===== src/rtl/dmem_arb_pkg.sv =====
// dmem_arb_pkg: shared state encoding, port indices and width helpers for the data-memory port arbiter
package dmem_arb_pkg;
  typedef enum logic [1:0] {IDLE, GNT_I, GNT_D} state_t;
  localparam logic PORT_I = 1'b0;
  localparam logic PORT_D = 1'b1;
  function automatic int line_w(input int block_size, input int line_size);
    return (2 ** block_size) * line_size;
  endfunction
  function automatic int addr_w(input int address_size, input int block_size);
    return address_size - block_size - 2;
  endfunction
endpackage


===== src/rtl/dmem_arb_pick.sv =====
// dmem_arb_pick: winner selection between ports I and D.
// Round-robin when DMEM_ARB_ROUND_ROBIN_EN is defined, otherwise fixed D-over-I priority.
module dmem_arb_pick
  import dmem_arb_pkg::*;
(
  input  logic req_i,
  input  logic req_d,
  input  logic last_grant,
  output logic grant_d
);
`ifdef DMEM_ARB_ROUND_ROBIN_EN
  assign grant_d = req_d & (~req_i | (last_grant == PORT_I));
`else
  logic unused_last_grant;
  assign unused_last_grant = last_grant;
  assign grant_d = req_d;
`endif
endmodule


===== src/rtl/dmem_port_arbiter.sv =====
// dmem_port_arbiter: shares one block-wide data memory between I-cache and D-cache refill ports.
// Optional round-robin arbitration via DMEM_ARB_ROUND_ROBIN_EN (see dmem_arb_pick).
module dmem_port_arbiter
  import dmem_arb_pkg::*;
#(
  parameter int c_block_size = 2,
  parameter int c_line_size  = 32,
  parameter int address_size = 32,
  localparam int LINE_W = line_w(c_block_size, c_line_size),
  localparam int ADDR_W = addr_w(address_size, c_block_size)
) (
  input  logic              clock,
  input  logic              reset,
  input  logic              i_read,
  input  logic              i_write,
  input  logic [ADDR_W-1:0] i_address,
  input  logic [LINE_W-1:0] i_writedata,
  output logic              i_busywait,
  output logic [LINE_W-1:0] i_readdata,
  input  logic              d_read,
  input  logic              d_write,
  input  logic [ADDR_W-1:0] d_address,
  input  logic [LINE_W-1:0] d_writedata,
  output logic              d_busywait,
  output logic [LINE_W-1:0] d_readdata,
  output logic              mem_read,
  output logic              mem_write,
  output logic [ADDR_W-1:0] mem_address,
  output logic [LINE_W-1:0] mem_writedata,
  input  logic              mem_busywait,
  input  logic [LINE_W-1:0] mem_readdata,
  input  logic              mem_read_done,
  input  logic              mem_write_done
);
  state_t state;
  logic last_grant, grant_d, req_i, req_d, done, gnt_i, gnt_d;
  logic unused_mem_busywait;
  assign unused_mem_busywait = mem_busywait;
  assign req_i = i_read | i_write;
  assign req_d = d_read | d_write;
  assign done  = mem_read_done | mem_write_done;
  assign gnt_i = state == GNT_I;
  assign gnt_d = state == GNT_D;
  dmem_arb_pick u_pick (
    .req_i      (req_i),
    .req_d      (req_d),
    .last_grant (last_grant),
    .grant_d    (grant_d)
  );
  // strobes are gated by reset so memory never sees a request while both sides reset
  assign mem_read      = reset & (gnt_i ? i_read : gnt_d & d_read);
  assign mem_write     = reset & (gnt_i ? i_write : gnt_d & d_write);
  assign mem_address   = gnt_i ? i_address : gnt_d ? d_address : '0;
  assign mem_writedata = gnt_i ? i_writedata : gnt_d ? d_writedata : '0;
  assign i_busywait    = req_i & ~(reset & gnt_i & done);
  assign d_busywait    = req_d & ~(reset & gnt_d & done);
  assign i_readdata    = mem_readdata;
  assign d_readdata    = mem_readdata;
  always_ff @(posedge clock)
    if (!reset) begin
      state      <= IDLE;
      last_grant <= PORT_D;
    end else if (state == IDLE) begin
      if (req_i | req_d) state <= grant_d ? GNT_D : GNT_I;
    end else if (done) begin
      state      <= IDLE;
      last_grant <= gnt_d ? PORT_D : PORT_I;
    end
endmodule


===== config.mk =====
export PLATFORM = sky130hd
export DESIGN_NAME = dmem_port_arbiter
export DESIGN_NICKNAME = d
export VERILOG_FILES = /design/src/rtl/dmem_arb_pkg.sv /design/src/rtl/dmem_arb_pick.sv /design/src/rtl/dmem_port_arbiter.sv
export SDC_FILE = /design/constraint.sdc
export NUM_CORES = 1
export LEC_CHECK = 0
export CAP_MARGIN = 0
export CORE_AREA = 10 10 330 332
export CTS_CLUSTER_DIAMETER = 100
export CTS_CLUSTER_SIZE = 8
export DETAILED_ROUTE_END_ITERATION = 10
export DIE_AREA = 0 0 340 342
export DONT_BUFFER_PORTS = 1
export GPL_ROUTABILITY_DRIVEN = 1
export MAX_ROUTING_LAYER = met4
export PLACE_DENSITY_LB_ADDON = 0.05
export SYNTH_ARGS = -nofsm -noshare
export SYNTH_HDL_FRONTEND = slang
export SYNTH_SLANG_ARGS = --single-unit

===== constraint.sdc =====
create_clock -name clock -period 1.51 [get_ports clock]
set_clock_uncertainty 0.15 [all_clocks]
set_input_delay 0.2265 -clock clock [delete_from_list [all_inputs] [get_ports clock]]
set_output_delay 0.2265 -clock clock [all_outputs]
set_load 0.005 [all_outputs]

* Word level (Yosys, flattened, before mapping) *
Index checks and enable logic that the tools add are counted.

storage, ports and cells
  flip-flop bits (word level) = 2
  input bits = 449
  output and inout port bits = 416
  word-level logic and storage cells = 33

cells by class
  equality and inequality tests = 3
  mux-type cells = 10
  bitwise operators = 16
  reductions and logical operators = 3

operator list
  kind                                           count
  2-to-1 mux 128 bit                             2
  2-to-1 mux 28 bit                              2
  AND 1 bit                                      10
  2-to-1 mux 2 bit                               4
  bitwise OR 1 bit                               4
  == test 2 x 1 -> 1 bit, second input constant  1
  == test 2 bit, second input constant           1
  logical NOT 2 bit                              1
  2-to-1 mux 1 bit                               2
  != test 2 x 1 -> 1 bit, second input constant  1
  NOT 1 bit                                      2
  AND reduction 2 bit                            1
  nonzero test 2 bit                             1

* Depth between registers and ports, before layout *
Gate-level depths: netlist (run 1).

  depth after elaboration = 5
  mapped depth = 5
  mapped depth without buffers = 3

* By module *
From an unflattened synthesis (run 1), not the netlist that was laid out.

second synthesis, totals
  cell total of the unflattened synthesis = 478
  area total of the unflattened synthesis = 3811.2 sq um

modules (own cells, without submodules)
  module             instances  cells each  area an instance (sq um)  sequential area each (sq um)
  dmem_port_arbiter  1          477         3803.6                    60.1
  dmem_arb_pick      1          1           7.5                       0.0

* Worst setup path after synthesis (run 1) *
No wires, ideal clock.

  kind = reg-to-output
  start = register state[0]
  end = output mem_writedata[106]
  arrival = 1.073 ns
  required time = 1.133 ns
  path slack = 0.060 ns
  stages on the path, launching flop included = 6
  buffers on the path = 3
  cell sequence = dfxtp_1 > nor2b_1 > buf_2 > buf_4 > buf_6 > a22o_1

between the ends
  cells in the longest elaborated chain, start to end = 3
  elaborated cells on any way between the ends = 4
  classes of those cells = eq/ne (2); mux (2)

RTL lines
  what                    RTL line                 source
  from (decl)             dmem_port_arbiter.sv:35  state_t state;
  from (signal assigned)  dmem_port_arbiter.sv:64  if (req_i | req_d) state <= grant_d ? GNT_D : GNT_I;
  == test 2 bit           dmem_port_arbiter.sv:43  assign gnt_d = state == GNT_D;
  2-to-1 mux 128 bit      dmem_port_arbiter.sv:54  assign mem_writedata = gnt_i ? i_writedata : gnt_d ? d_writedata : '0;
  2-to-1 mux 128 bit (*)  dmem_port_arbiter.sv:54
  to (decl)               dmem_port_arbiter.sv:29  output logic [LINE_W-1:0] mem_writedata,

Mark *: on every way between the ends. The rest lies on a longest branch, timed or not.

* Worst setup path after layout (run 1) *
  start = register state[0]
  end = output mem_writedata[10]

Same word-level chain as after synthesis.

==> results of run 1 <==
## final cells by class
cell class | instances | area [µm²] | area share
Sequential cell | 2 | 45.0 | 0.00980
Clock buffer | 3 | 75.1 | 0.0163
Antenna cell | 5 | 12.5 | 0.00272
Tap cell | 1380 | 1730 | 0.376
Timing Repair Buffer | 53 | 1060 | 0.232
Multi-Input combinational cell | 175 | 1670 | 0.364
## per-stage QoR
stage | power, W | std cells | hold slack (ns) | utilization | cell area [µm²]
after floorplan | 0.00120 | 469 | 0.215 | - | 3730
after global placement | 0.000809 | 1566 | 0.234 | 0.0329 | 3370
after detailed placement | 0.000780 | 1566 | 0.231 | 0.0329 | 3370
after CTS | 0.00151 | 1595 | 0.00458 | 0.0406 | 4160
after global routing | 0.00186 | 1617 | 0.0137 | 0.0448 | 4590
final | 0.00176 | 1618 | 0.00965 | 0.0448 | 4600
## cells in the mapped netlist
master	n	share of area
nand4b_1	1	0.0024
a22oi_1	2	0.0040
buf_6	12	0.036
buf_2	10	0.013
nor2b_1	4	0.0067
nand2_1	2	0.0020
or2_2	1	0.0017
a31oi_1	2	0.0034
o21ai_0	1	0.0013
nor2_1	4	0.0040
nand3_1	1	0.0013
a21boi_0	1	0.0020
buf_4	270	0.54
dfxtp_1	2	0.011
a22o_1	156	0.37
## report_power, final
group,switching (W),internal (W)
combinational,0.000648,0.000646
clock,0.0000633,0.000337
sequential,0.00000450,0.0000575
## final timing paths
check | startpoint | to | cells after the start
setup / recovery | state[0] | mem_writedata[10] | 6
setup reg to reg | state[0] | state[1] | 5
hold reg to reg | state[1] | state[1] | 3
hold / removal | reset | state[1] | 1
## logic make-up after synthesis
| group | after synthesis |
|---|---|
| buf+inv | 292 |
| compound gates | 162 |
| simple gates | 13 |
| flops | 2 |
## what timing repair did
item | in CTS | in global routing
pin swaps | 63 | 12
resized for setup | 44 | 32
setup endpoints to repair | 160 | 160
cloned | 14 | 15
setup buffers | 12 | 6
## routing by layer
layer	routed length [µm]	global-route usage
met1	9040	0.0353
met2	16000	0.0704
met3	3390	0.0181
met4	214	0.00601
met5	0	-
## critical path: cells and delay by family, from the launching register on
family          cells  cell delay (ns)
flops               1             0.31
compound gates      1             0.25
simple gates        1             0.13
buf+inv             4             0.54
==> results_dict.tcl, run 1 <==
set metrics [dict create \
    status "finished with violations" \
    violations "negative setup slack" \
    tightest_slew_ns 0.285 \
    path_max_fanout 7 \
    cts_max_level 1 \
    cp-start-kind "register" \
    fin_crit_ns 1.85 \
    synth_top_family_by_area "buffers and inverters" \
    place_ws_ns -0.188 \
    mostFrequentLayoutCells "140 x a22o_1, 17 x buf_16, 16 x a22o_4" \
    drtAntennaViolNets 0 \
    yosysSeqAreaShare 0.0107 \
    cts_buffers 3 \
    max_freq_ghz 0.541 \
    avgSynthCellArea_um2 7.94 \
    post_drt_wl_per_cell_um 17.7 \
    cap_violations 0 \
    setup_ws_ns -0.340 \
    synth.distinct_cells 15 \
    io_pins 865 \
    dieHeight_um 342 \
    setup_violations 160 \
    cts.clk_slew.worst_paths_ns 0.03 \
    rsz0062_at_grt "true" \
    ys_seq_elements 2 \
    reg2reg_slack_ns 0.34 \
    final-hold-violation-count 0 \
    firstDrtPassIters 4 \
    timing.final.max_slew_violations 0 \
    core_um2 103000 \
    area_delta_synth_final_pct 23.3 \
    total_leakage_power_nw 1.28 \
    cp_cell_sequence "nor2b_4, buf_12, buf_12, buf_12, buf_16, a22o_4" \
    reg_top3 "state: 2 flops" \
    grt_pass1_vias 3102 \
    gr-usage-all-layers 0.0378 \
    mostFrequentLayoutCell "a22o_1" \
    gr-total-overflow 0 \
    cts_root_buffer "clkbuf_16" \
    nFillCells 12100 \
    drc 0 \
    initial_core_util 0.0363 \
    routabilityCongestion 0.710 \
    die_w_um 340 \
    synth_area_um2 3730 \
    clockBufferDepth 2 \
    slowest_stage "dfxtp_2" \
    largest_reg_flops 2 \
    antenna_found_initial 5 \
    yosys.area_share.simple 0.0181 \
    cpPeakStageDelay_ns 0.31 \
    dieArea_um2 116000 \
    vdd_drop_max_mv 0.187 \
    ys_warn_count 0 \
    cp.required_ns 1.13 \
    hold_buffers 0 \
    post-route-period-util 1.23 \
    clock_latency_ns 0.22 \
    cellPowerDensity_nw_per_um2 382 \
    hp-class "primary input to register" \
    syn-instance-count 469 \
    synthXorXnorAreaFrac 0 \
    top_register "state" \
    vias 2779 \
    synth.net_count 918 \
    tns_ns -43.86 \
    dpl.hpwl_um 18900 \
    clock_sinks 2 \
    dr.first_iter.drc_count 123 \
    arrival_ns 1.47 \
    synth-adder-area-share 0 \
    drive_above_1_share 0.352 \
    routed_via_density 1.72 \
    slew_headroom 0.810 \
    final_nets 684 \
    core.rowCount 118 \
    worstSetupPathType "register to output pin" \
    crit_top_cell "buf_12" \
    grt_pass1_wl_um 30300 \
    grt_max_degree 55 \
    endpoint_kind "output pin" \
    drt_wl_total_um 28600 \
    muxShareOfSynthArea 0 \
    synth_compound_area_frac 0.377 \
    cts_tree "built" \
    io_buffers 0 \
]
Note: power is estimated with default switching activity, not from simulation.
==> run 2: changes to the inputs <==
--- a/config.mk
+++ b/config.mk
@@ -6,15 +6,17 @@
 export NUM_CORES = 1
 export LEC_CHECK = 0
 export CAP_MARGIN = 0
-export CORE_AREA = 10 10 330 332
+export CORE_AREA = 2 2 335 337
 export CTS_CLUSTER_DIAMETER = 100
 export CTS_CLUSTER_SIZE = 8
 export DETAILED_ROUTE_END_ITERATION = 10
-export DIE_AREA = 0 0 340 342
+export DIE_AREA = 0 0 337 339
 export DONT_BUFFER_PORTS = 1
 export GPL_ROUTABILITY_DRIVEN = 1
+export GPL_TIMING_DRIVEN = 0
 export MAX_ROUTING_LAYER = met4
 export PLACE_DENSITY_LB_ADDON = 0.05
 export SYNTH_ARGS = -nofsm -noshare
 export SYNTH_HDL_FRONTEND = slang
+export SYNTH_HIERARCHICAL = 1
 export SYNTH_SLANG_ARGS = --single-unit
==> results_dict.tcl, run 2 <==
set metrics [dict create \
    post-route-period-util 1.29 \
    register_area_um2 45.0 \
    path_buf_inv 4 \
    cts_max_level 1 \
    violations "negative setup slack" \
    dpl.hpwl_um 30800 \
    gr-usage-all-layers 0.0575 \
    core_um2 110000 \
    crit_family "buffers and inverters" \
    io_buffers 0 \
    hold_ws_ns 0.0952 \
    die_w_um 337 \
    grt_max_degree 11 \
    cellPowerDensity_nw_per_um2 404 \
    fin_crit_ns 1.94 \
    vdd_drop_max_mv 0.208 \
    final_nets 965 \
    tns_ns -50.83 \
    initial_core_util 0.0341 \
    cap_violations 0 \
    routed_via_density 1.92 \
    whs_path_depth 2 \
    use_met2 0.116 \
    clock_latency_ns 0.22 \
    slowest_stage "dfxtp_4" \
    grt_pass1_vias 4229 \
    grt_pass1_wl_um 42400 \
    endpoint_kind "output pin" \
    cts_buffers 3 \
    worstSetupPathType "register to output pin" \
    cp-start-kind "register" \
    rsz0062_at_grt "true" \
    setup_ws_ns -0.431 \
    vias 3857 \
    multiInputGateArea_um2 2010 \
    core.rowCount 122 \
    antenna_found_initial 9 \
    hp-class "primary input to register" \
    dr.first_iter.drc_count 103 \
    total_leakage_power_nw 2.85 \
    post_drt_wl_per_cell_um 18.4 \
    grtUsageMet1 0.0535 \
    routabilityCongestion 0.773 \
    status "finished with violations" \
    final-hold-violation-count 0 \
    gr-total-overflow 0 \
    tightest_slew_ns 0.433 \
    drtAntennaViolNets 0 \
    arrival_ns 1.56 \
    regToRegEndpoint "state[0]" \
    cts.clk_slew.worst_paths_ns 0.03 \
    firstDrtPassIters 4 \
    max_freq_ghz 0.515 \
    synth.net_count 922 \
    r2r_cells 3 \
    syn-instance-count 473 \
    path_max_fanout 7 \
    dieArea_um2 114000 \
    cts_root_buffer "clkbuf_16" \
    mostFrequentLayoutCells "262 x buf_4, 104 x a22o_1, 52 x a22o_4" \
    grt.busiest_layer "met2" \
    ys_warn_count 6 \
    reg2reg_slack_ns 0.13 \
    hold_end "state[0]" \
    largest_reg_flops 2 \
    crit_top_cell "buf_12" \
    setup_violations 158 \
    drive_above_1_share 0.770 \
    top_register "state" \
    cpPeakStageDelay_ns 0.34 \
    min_from "d_read" \
    synth_area_um2 3770 \
    clock_sinks 2 \
    cts_tree "built" \
    dieHeight_um 339 \
    cp_cell_sequence "nor2b_4, buf_12, buf_16, buf_12, buf_12, a22o_4" \
    clockBufferDepth 2 \
    timing.final.max_slew_violations 0 \
    r2r_start "state[1]" \
    area_delta_synth_final_pct 95.0 \
    slew_headroom 0.709 \
    io_pins 865 \
    cp.required_ns 1.13 \
    drt_wl_total_um 36900 \
    reg_top3 "state: 2 flops" \
    avgSynthCellArea_um2 7.96 \
    drc 0 \
    mostFrequentLayoutCell "buf_4" \
    nFillCells 12900 \
    use_met3 0.00692 \
]
-- run 2: worst max path at each step --
| stage | slack (ns) | to | start | depth (start not counted) |
|---|---|---|---|---|
| detailed placement | -0.76 | mem_writedata[45] | state[1] | 5 |
| CTS | -0.46 | mem_writedata[49] | state[0] | 6 |
| global route | -0.48 | mem_writedata[82] | state[0] | 6 |
| finish | -0.43 | mem_writedata[43] | state[0] | 6 |
| global placement | -0.71 | mem_writedata[45] | state[1] | 5 |
| floorplan | 0.06 | mem_writedata[100] | state[0] | 5 |
-- run 2: where the power goes --
group          leakage (nW)  total (W)  internal (W)  switching (W)
sequential           0.0175  0.0000635     0.0000578     0.00000567
combinational          2.79    0.00251       0.00140        0.00111
clock                0.0370   0.000392      0.000336      0.0000553
-- run 2: per-layer routing --
layer | wire length (µm) | vias to the layer above
met2 | 20900 | 433
met3 | 2280 | 36
li1 | - | 1558
met4 | 1670 | 0
met5 | 0 | -
met1 | 12100 | 1830
-- run 2: what timing repair did --
item                       CTS  global route
setup endpoints to repair  160           161
pin swaps                   46            41
resized for setup          173            38
buffers inserted            19             9
hold buffers                 0             0
gates cloned                16             7
-- run 2: cell type report --
class                           instances  area share
Antenna cell                            6     0.00204
Buffer                                288       0.339
Clock buffer                            3      0.0102
Inverter                                1    0.000511
Multi-Input combinational cell        176       0.273
Sequential cell                         2     0.00613
Tap cell                             1488       0.253
Timing Repair Buffer                   44       0.115
-- run 2: metrics by stage --
| step | util | cells | setup slack (ns) | power, W | cell area [µm²] |
|---|---|---|---|---|---|
| final | 0.0665 | 2008 | -0.431 | 0.00297 | 7340 |
| after global routing | 0.0665 | 2008 | -0.483 | 0.00315 | 7340 |
| after CTS | 0.0648 | 1998 | -0.462 | 0.00296 | 7150 |
| after detailed placement | 0.0510 | 1961 | -0.757 | 0.00183 | 5630 |
| after global placement | 0.0510 | 1961 | -0.707 | 0.00188 | 5630 |
| after floorplan | - | 473 | 0.0609 | 0.00130 | 3770 |
